**src/rtl/mos6502_bus_pkg.sv**
```systemverilog
// Shared types and constants for the MOS6502 external-bus models.
// Holds the bus FSM state encoding, vector addresses and a map-decode helper.
package mos6502_bus_pkg;

    typedef enum logic [1:0] {
        IDLE  = 2'd0,
        READ  = 2'd1,
        WRITE = 2'd2,
        HOLD  = 2'd3
    } bus_state_e;

    localparam logic [15:0] VEC_RES_LO = 16'hFFFC;
    localparam logic [15:0] VEC_RES_HI = 16'hFFFD;
    localparam logic [7:0]  OPC_NOP    = 8'hEA;

    // True when addr falls inside a 2**addr_w byte array based at address 0.
    function automatic logic addr_mapped(input logic [15:0] addr, input int unsigned addr_w);
        return ({1'b0, addr} < (17'd1 << addr_w));
    endfunction

endpackage

```
**src/rtl/phi2_edge_det.sv**
```systemverilog
// Registers phi2 in the system clock domain and flags its rising and falling edges.
// Shared by the memory responder and the bus monitor.
module phi2_edge_det (
    input  logic clk,
    input  logic reset,
    input  logic i_phi2,
    output logic o_rise,
    output logic o_fall
);

    logic r_phi2_q;

    always_ff @(posedge clk) begin
        if (reset) begin
            r_phi2_q <= 1'b0;
        end else begin
            r_phi2_q <= i_phi2;
        end
    end

    assign o_rise = i_phi2 & ~r_phi2_q;
    assign o_fall = ~i_phi2 & r_phi2_q;

endmodule

```
**src/rtl/mos6502_mem_responder.sv**
```systemverilog
// Memory-side target for the 6502 ab/db/rw bus, clocked by a fast clk with phi2 as data.
// Optional write protection below ROM_TOP is enabled by defining MOS6502_MEM_ROM_WP_EN.
module mos6502_mem_responder
    import mos6502_bus_pkg::*;
#(
    parameter int          ADDR_W    = 9,
    parameter logic [7:0]  FILL_BYTE = 8'hFF,
    parameter logic [15:0] RESET_VEC = 16'h0000,
    parameter int          HOLD_CYC  = 2,
    parameter int          CNT_W     = 32
`ifdef MOS6502_MEM_ROM_WP_EN
    ,
    parameter logic [15:0] ROM_TOP   = 16'h0100
`endif
) (
    input  logic             clk,
    input  logic             reset,
    input  logic             phi2,
    input  logic [15:0]      ab,
    input  logic             rw,
    input  logic             sync,
    input  logic [7:0]       db_in,
    output logic [7:0]       db_out,
    output logic             db_oe,
    output logic [CNT_W-1:0] cyc_cnt,
    output logic [CNT_W-1:0] fetch_cnt,
    output logic [CNT_W-1:0] wr_cnt,
`ifdef MOS6502_MEM_ROM_WP_EN
    output logic [CNT_W-1:0] wp_viol_cnt,
`endif
    output logic             busy
);

    localparam int MEM_DEPTH = 2 ** ADDR_W;
    localparam int HOLD_W    = (HOLD_CYC > 2) ? $clog2(HOLD_CYC) : 1;
    localparam logic [HOLD_W-1:0] HOLD_LOAD = HOLD_W'((HOLD_CYC > 0) ? HOLD_CYC - 1 : 0);

    bus_state_e        r_state;
    logic [15:0]       r_addr;
    logic              r_rw;
    logic              r_sync;
    logic [7:0]        r_wdata;
    logic [HOLD_W-1:0] r_hold;
    logic [7:0]        r_db_out;
    logic              r_db_oe;
    logic [CNT_W-1:0]  r_cyc_cnt;
    logic [CNT_W-1:0]  r_fetch_cnt;
    logic [CNT_W-1:0]  r_wr_cnt;
    logic [7:0]        r_mem [0:MEM_DEPTH-1];

    logic       w_rise;
    logic       w_fall;
    logic       w_start;
    logic       w_cyc_end;
    logic       w_mapped;
    logic       w_wp;
    logic       w_commit;
    logic       w_mem_we;
    logic [7:0] w_rd_data;

    phi2_edge_det u_edge (
        .clk    (clk),
        .reset  (reset),
        .i_phi2 (phi2),
        .o_rise (w_rise),
        .o_fall (w_fall)
    );

    // A new cycle may begin from IDLE or cut a data hold short.
    assign w_start   = w_rise & ((r_state == IDLE) | (r_state == HOLD));
    assign w_cyc_end = w_fall & ((r_state == READ) | (r_state == WRITE));
    assign w_mapped  = addr_mapped(r_addr, ADDR_W);

`ifdef MOS6502_MEM_ROM_WP_EN
    assign w_wp = (r_addr < ROM_TOP);
`else
    assign w_wp = 1'b0;
`endif

    // Gating with reset discards a write whose fall coincides with reset.
    assign w_commit = (r_state == WRITE) & w_fall & ~reset;
    assign w_mem_we = w_commit & w_mapped & ~w_wp;

    always_comb begin
        w_rd_data = FILL_BYTE;
        if (r_addr == VEC_RES_LO) begin
            w_rd_data = RESET_VEC[7:0];
        end else if (r_addr == VEC_RES_HI) begin
            w_rd_data = RESET_VEC[15:8];
        end else if (w_mapped) begin
            w_rd_data = r_mem[r_addr[ADDR_W-1:0]];
        end
    end

    // NOTE: the array has no reset branch so it maps onto plain RAM and survives a CPU reset.
    always_ff @(posedge clk) begin
        if (w_mem_we) begin
            r_mem[r_addr[ADDR_W-1:0]] <= r_wdata;
        end
    end

    // NOTE: all state below uses non-blocking assignments so every register samples pre-edge values.
    always_ff @(posedge clk) begin
        if (reset) begin
            r_state     <= IDLE;
            r_addr      <= 16'h0000;
            r_rw        <= 1'b1;
            r_sync      <= 1'b0;
            r_wdata     <= 8'h00;
            r_hold      <= '0;
            r_db_out    <= 8'h00;
            r_db_oe     <= 1'b0;
            r_cyc_cnt   <= '0;
            r_fetch_cnt <= '0;
            r_wr_cnt    <= '0;
        end else begin
            if (w_start) begin
                r_addr  <= ab;
                r_rw    <= rw;
                r_sync  <= sync;
                r_wdata <= db_in;
            end

            if (w_cyc_end) begin
                r_cyc_cnt <= r_cyc_cnt + CNT_W'(1);
                if (r_sync) begin
                    r_fetch_cnt <= r_fetch_cnt + CNT_W'(1);
                end
            end

            if (w_mem_we) begin
                r_wr_cnt <= r_wr_cnt + CNT_W'(1);
            end

            case (r_state)
                IDLE: begin
                    if (w_rise) begin
                        r_state <= rw ? READ : WRITE;
                    end
                end
                READ: begin
                    r_db_out <= w_rd_data;
                    r_db_oe  <= 1'b1;
                    if (w_fall) begin
                        if (HOLD_CYC == 0) begin
                            r_db_oe <= 1'b0;
                            r_state <= IDLE;
                        end else begin
                            r_hold  <= HOLD_LOAD;
                            r_state <= HOLD;
                        end
                    end
                end
                WRITE: begin
                    if (w_fall) begin
                        r_state <= IDLE;
                    end else begin
                        r_wdata <= db_in;
                    end
                end
                HOLD: begin
                    if (w_rise) begin
                        r_state <= rw ? READ : WRITE;
                        r_db_oe <= rw;
                    end else if (r_hold == '0) begin
                        r_db_oe <= 1'b0;
                        r_state <= IDLE;
                    end else begin
                        r_hold <= r_hold - HOLD_W'(1);
                    end
                end
                default: begin
                    r_state <= IDLE;
                end
            endcase
        end
    end

`ifdef MOS6502_MEM_ROM_WP_EN
    logic [CNT_W-1:0] r_wp_viol_cnt;

    always_ff @(posedge clk) begin
        if (reset) begin
            r_wp_viol_cnt <= '0;
        end else if (w_commit && w_wp) begin
            r_wp_viol_cnt <= r_wp_viol_cnt + CNT_W'(1);
        end
    end

    assign wp_viol_cnt = r_wp_viol_cnt;
`endif

    assign db_out    = r_db_out;
    assign db_oe     = r_db_oe;
    assign cyc_cnt   = r_cyc_cnt;
    assign fetch_cnt = r_fetch_cnt;
    assign wr_cnt    = r_wr_cnt;
    assign busy      = (r_state != IDLE);

endmodule
```
**config.mk**
```make
export PLATFORM = sky130hd
export DESIGN_NAME = mos6502_mem_responder
export DESIGN_NICKNAME = d
export VERILOG_FILES = /design/src/rtl/mos6502_bus_pkg.sv /design/src/rtl/phi2_edge_det.sv /design/src/rtl/mos6502_mem_responder.sv
export SDC_FILE = /design/constraint.sdc
export NUM_CORES = 2
export LEC_CHECK = 0
export BUFFER_PORTS_ARGS = -buffer_cell sky130_fd_sc_hd__buf_2
export CAP_MARGIN = 20
export CORE_MARGIN = 5
export CORE_UTILIZATION = 54
export DETAILED_ROUTE_END_ITERATION = 8
export PLACE_DENSITY_LB_ADDON = 0.15
export SYNTH_ARGS = -nofsm -noshare
export SYNTH_HDL_FRONTEND = slang
export SYNTH_SLANG_ARGS = --single-unit
```
**constraint.sdc**
```tcl
create_clock -name clk -period 21.7 [get_ports clk]
set_input_delay 4.34 -clock clk [delete_from_list [all_inputs] [get_ports clk]]
set_output_delay 4.34 -clock clk [all_outputs]
set_load 0.03 [all_outputs]
```
# After elaboration in Yosys (flattened, before gate mapping)
# Memories as Yosys holds them, arrays and structs flattened. A register that Yosys moved wholly into a read port is not among the register bits.
# Index checks and enable logic that the tools add are counted.
word_totals:
  output_inout_bits: 106
  mem_count: 1
  ramBits: 4096
  word_cells: 70
  inputBits: 29
  reg_bits: 134
mem_list:
  columns: ["name", "words", "word_bits", "read_ports", "rd_ports_with_merged_regs", "wr", "line_no", "source"]
  rows:
  - ["r_mem", 512, 8, 1, 1, 1, "mos6502_mem_responder.sv:49", "logic [7:0] r_mem [0:MEM_DEPTH-1];"]
classes:
  n_mux: 24
  n_lt_le_gt_ge: 1
  reduce_logical: 7
  n_bitwise: 12
  addsub: 4
  eq_ne: 10
op_table:
  columns: ["cell", "n"]
  rows:
  - ["$add 32x1->32 const B", 3]
  - ["$mux 8", 6]
  - ["$eq 16x16->1 const B", 2]
  - ["$mux 9", 2]
  - ["$lt 16x10->1 const B", 1]
  - ["$mux 2", 6]
  - ["$ne 2x2->1 const B", 4]
  - ["$pmux 2 s4", 1]
  - ["$and 1x1->1", 7]
  - ["$mux 1", 7]
  - ["$eq 2x2->1 const B", 2]
  - ["$pmux 1 s2", 2]
  - ["$reduce_and 2->1", 2]
  - ["$reduce_and 4->1", 1]
  - ["$reduce_bool 2->1", 2]
  - ["$ne 3x3->1 const B", 1]
  - ["$not 1->1", 3]
  - ["$reduce_and 3->1", 1]
  - ["$eq 2x1->1 const B", 1]
  - ["$logic_not 2->1", 1]
  - ["$or 1x1->1", 2]
  - ["$sub 1x1->1 const B", 1]

# Logic depth before layout (Yosys ltp)
logic_depth:
  depth_word: 7
  depth_mapped: 15
  depth_no_buf: 10

# Hierarchy
# Synthesis repeated with hierarchy kept, for this count alone.
unflattened:
  cells_unflattened: 8411
  hier_area_um2: 165433.7
modules_own_cells:
  columns: ["mod", "cells_per_inst", "area_per_inst_um2", "seq_area_each_um2", "instances"]
  rows:
  - ["mos6502_mem_responder", 8407, 165394.9, 125840.7, 1]
  - ["phi2_edge_det", 4, 38.8, 20.0, 1]

# Worst setup path before layout
# Ideal clock, no wire load.
synth_path:
  path_type: "reg-to-reg"
  from: "reg r_wdata[0]"
  to: "mem r_mem[0][0] (data pin)"
  required_time_ns: 20.191
  stages_incl_launch_ff: 1
  path_buffers: 0
  path_slack_ns: 13.677
  setup_ns: 1.509
  synth_period_minus_slack_ns: 8.023
  arrival_ns: 6.514
  path_cell_list: "dfxtp_1"
synth_rtl:
  columns: ["item", "line_no", "source"]
  rows:
  - ["start, declared", "mos6502_mem_responder.sv:42", "logic [7:0] r_wdata;"]
  - ["start signal, assigned", "mos6502_mem_responder.sv:121", "r_wdata <= db_in;"]
  - ["start signal, assigned", "mos6502_mem_responder.sv:158", "r_wdata <= db_in;"]
  - ["end, declared", "mos6502_mem_responder.sv:49", null]
# No word-level cell before the write port.

# Final worst setup path
layout_path:
  from: "in reset"
  to: "mem r_mem[478][1], enable pin"
layout_via:
  elab_chain_len: 5
layout_rtl:
  columns: ["item", "line_no", "source"]
  rows:
  - ["start, declared", "mos6502_mem_responder.sv:17", "input logic reset,"]
  - ["$not 1->1", "mos6502_mem_responder.sv:81", "assign w_commit = (r_state == WRITE) & w_fall & ~reset;"]
  - ["$and 1x1->1", "mos6502_mem_responder.sv:81", null]
  - ["$and 1x1->1", "mos6502_mem_responder.sv:82", "assign w_mem_we = w_commit & w_mapped & ~w_wp;"]
  - ["$mux 1", "mos6502_mem_responder.sv:97", "if (w_mem_we) begin"]
  - ["$mux 1 (not written as such)", "mos6502_mem_responder.sv:98", "r_mem[r_addr[ADDR_W-1:0]] <= r_wdata;"]
# Every way passes these cells.

==> results.md <==
- Outcome: finished, final reports clean
- Buf/Inv on CP: 3
- Cell Chain, Critical Path: buf_4 > nor4bb_1 > nand2_1 > nor3b_1 > buf_4 > nand3_4 > buf_4 > nor2_1
- PortBufs: 134
- Pre-antenna DRT Iters: 6
- Die W: 563.5 um
- CP max stage delay: 0.68 ns
- CTS resizes: 0
- Clock latency on the worst-skew pair: 0.98 ns
- Max_slew headroom: 17.67%
- Initial antenna violation count: 24
- DP Area: 170300 sq um
- H-tree depth: 5
- Flop2flop setup slack: 14.55 ns
- Vias: 88642
- Worst Tran Pin Value: 1.235 ns
- CTS Root Cell: clkbuf_16
- First-pass GRT wire length: 669100 um
- Yosys reg bits: 4239
- Post-synth EDFFs: 4096
- Register area: 125900 sq um
- Hold Vio Cnt, Final: 0
- Static leakage: 56.85 nW
- Syn avg cell area: 19.75 sq um
- Deepest clock path buffer count: 4
- Worst Setup Start Kind: primary input
- Crit-path max FO: 37
- Residual DRC: 0
- Synth Flop Type: edfxtp_1
- Clock-pin slew on the worst setup and hold paths: 0.07 ns
- Top Family by Delay on Critical Path: simple AND/OR/NAND/NOR gates
- FMAX: 136.7 MHz
- WL/cell: 36.66 um
- Post-route ant nets: 0
- Pwr dens: 107.6 nW/um^2
- Core footprint: 305600 sq um
- Async SR Flop Fraction: 0%
- Critical setup path kind: primary input to flip-flop
- Post-Route Setup TNS: 0 ns
- Io pins: 135
- Max cap viols: 0
- Initial Util: 54.15%
- Final Wtd Congestion: 0.9248
- Remaining global-route overflow: 0
- WP data required: 22.27 ns
- # Post-CTS Setup Buffers: 0
- Die footprint: 317600 sq um
- Reg2Reg Depth: 12
- GRT Util Overall: 29.87%
- Nature of the critical path endpoint: flip-flop
- Syn Inst Count: 8377
- Cell Area, Synth: 165500 sq um
- Clock tree from TritonCTS: yes
- Fin crit period: 7.316 ns
- Final setup fails: 0
- Unrepaired setup endpoints after global routing: false
- Syn_nets: 8414
- CP dominant cell by count: buf_4
- VDD IR max: 75.48 uV
- Final period utilization: 33.71%
- Largest net degree at the start of global routing: 142
- Slowest cell on the critical path: buf_4
- Yosys cell types: 77
- Layout cells sized above 1: 21.21%
- FF-to-FF End: db_out[6]$_SDFFE_PP0P_
- Multi-input gate area: 36730 sq um
- Area Overhead vs Synth: 11.64%
- Filler cell count: 21395
- Post-route cell area: 184700 sq um
- Routed WL: 479900 um
- CTS sink count: 4239
- Worst clock skew: 0.05056 ns
- Hold Startpoint: r_sync$_SDFFE_PP0P_
- Max-slew violations: 0
- Die height: 563.5 um
- 1st-iter DRT viols: 13323
- Yosys warning count: 0
- Via-to-Cell Ratio: 6.772
- Hold Crit Endpoint: r_sync$_SDFFE_PP0P_
- Vias in the first global route: 85131
- Fin nets: 8654
- Hold Path Depth: 2
- Row count: 203
- Post-CTS Hold Buffers: 0
- Hold WS: 0.4713 ns
- Final HPWL from detailed placement: 289300 um
- Seq/Total Area, Yosys: 76.07%
- Worst hold path type: flip-flop to flip-flop
- Num CTS Buffers: 412
- Worst Path Arrival: 7.89 ns
## state kept, by name (all words and copies together) (netlist names), named ones only
signal / flops
cyc_cnt: 32
db_oe: 1
db_out: 8
fetch_cnt: 32
r_addr: 16
r_hold: 1
r_mem: 4096
r_state: 2
r_sync: 1
r_wdata: 8
u_edge.r_phi2_q: 1
wr_cnt: 32
## tightest hold or removal path, delay by kind of cell, from the launching register on
family | cells | cell delay, ns
DFF | 1 | 0.32
AOI/OAI and AO/OA | 1 | 0.05
and+or+nand+nor | 1 | 0.06
## cells in the final DEF, fill, tap and decap left out, types with 155 or more instances in the layout
master     count
buf_4        178
a21oi_1      194
edfxtp_1    4096
o221ai_1     186
mux2i_1      539
nand2_1      257
mux4_2       830
nor2_1       696
o22ai_1      155
clkbuf_16    419
## kinds of logic after synthesis
kind of cell	count (synthesis)	share of synthesized area [%]
flip-flops	4239	76.07
buffers and inverters	533	1.867
XOR/XNOR	75	0.3970
multiplexers	1394	14.80
AND/OR/NAND/NOR	1288	3.311
AO/OA/AOI/OAI	840	3.497
adder cells (fa/ha/maj)	8	0.06050
## how the worst max path moves through the flow
| stage | cells after the start | end | slack, ns | from |
|---|---|---|---|---|
| 6_report | 8 | r_mem[478][1]$_DFFE_PP_ | 14.38 | reset |
| 5_1_grt | 8 | r_mem[366][5]$_DFFE_PP_ | 14.31 | reset |
| 4_1_cts | 7 | r_mem[272][7]$_DFFE_PP_ | 13.97 | reset |
| 3_5_place_dp | 7 | r_mem[24][1]$_DFFE_PP_ | 12.99 | reset |
| 3_3_place_gp | 7 | r_mem[104][1]$_DFFE_PP_ | 13.05 | reset |
| 2_1_floorplan | 0 | r_mem[0][0]$_DFFE_PP_ | 13.68 | r_wdata[0]$_SDFF_PP0_ |
## layout make-up
cell class	instances	area share, %
Tap cell	4100	2.777
Clock buffer	477	5.826
Sequential cell	4239	68.16
Clock inverter	292	1.896
Antenna cell	17	0.02303
Inverter	19	0.04944
Multi-Input combinational cell	3605	19.88
Timing Repair Buffer	340	1.382
## Yosys cell counts, types with 35 or more instances
master | n | share of area (%)
a21oi_1 | 194 | 0.59
a22oi_1 | 35 | 0.16
buf_2 | 92 | 0.28
buf_4 | 68 | 0.31
buf_6 | 66 | 0.45
clkbuf_1 | 237 | 0.54
dfxtp_1 | 143 | 1.7
edfxtp_1 | 4096 | 74
mux2i_1 | 539 | 3.3
mux4_2 | 830 | 11
nand2_1 | 270 | 0.61
nand3_1 | 78 | 0.24
nor2_1 | 700 | 1.6
nor3_1 | 79 | 0.24
o21ai_0 | 82 | 0.25
o221ai_1 | 186 | 0.98
o22ai_1 | 155 | 0.59
xor2_1 | 53 | 0.28
## metrics by stage
step           utilization, %  setup slack, ns  total power, mW  cells
4_1_cts                 60.41            13.97            19.89  13064
2_1_floorplan               -            13.68            11.44   8377
6_report                60.46            14.38            19.88  13089
3_5_place_dp            55.74            12.99            12.48  12295
5_1_grt                 60.44            14.31            20.37  13075
3_3_place_gp            55.71            13.05            12.46  12288
## routing by layer
layer | global-route usage [%] | vias up | part of all wire, %
li1 | - | 34984 | -
met1 | 43.39 | 46541 | 39
met2 | 44.16 | 6219 | 45
met3 | 7.816 | 888 | 12
met4 | 11.24 | 10 | 4.3
met5 | 0 | - | 0.014
## where the power goes
group | switching (mW) | leakage (nW) | internal, mW
combinational | 2.02 | 11.2 | 0.808
clock | 3.16 | 6.88 | 4.37
sequential | 0.105 | 38.8 | 9.42
total | 5.28 | 56.8 | 14.6
(Power assumes the default switching activity.)
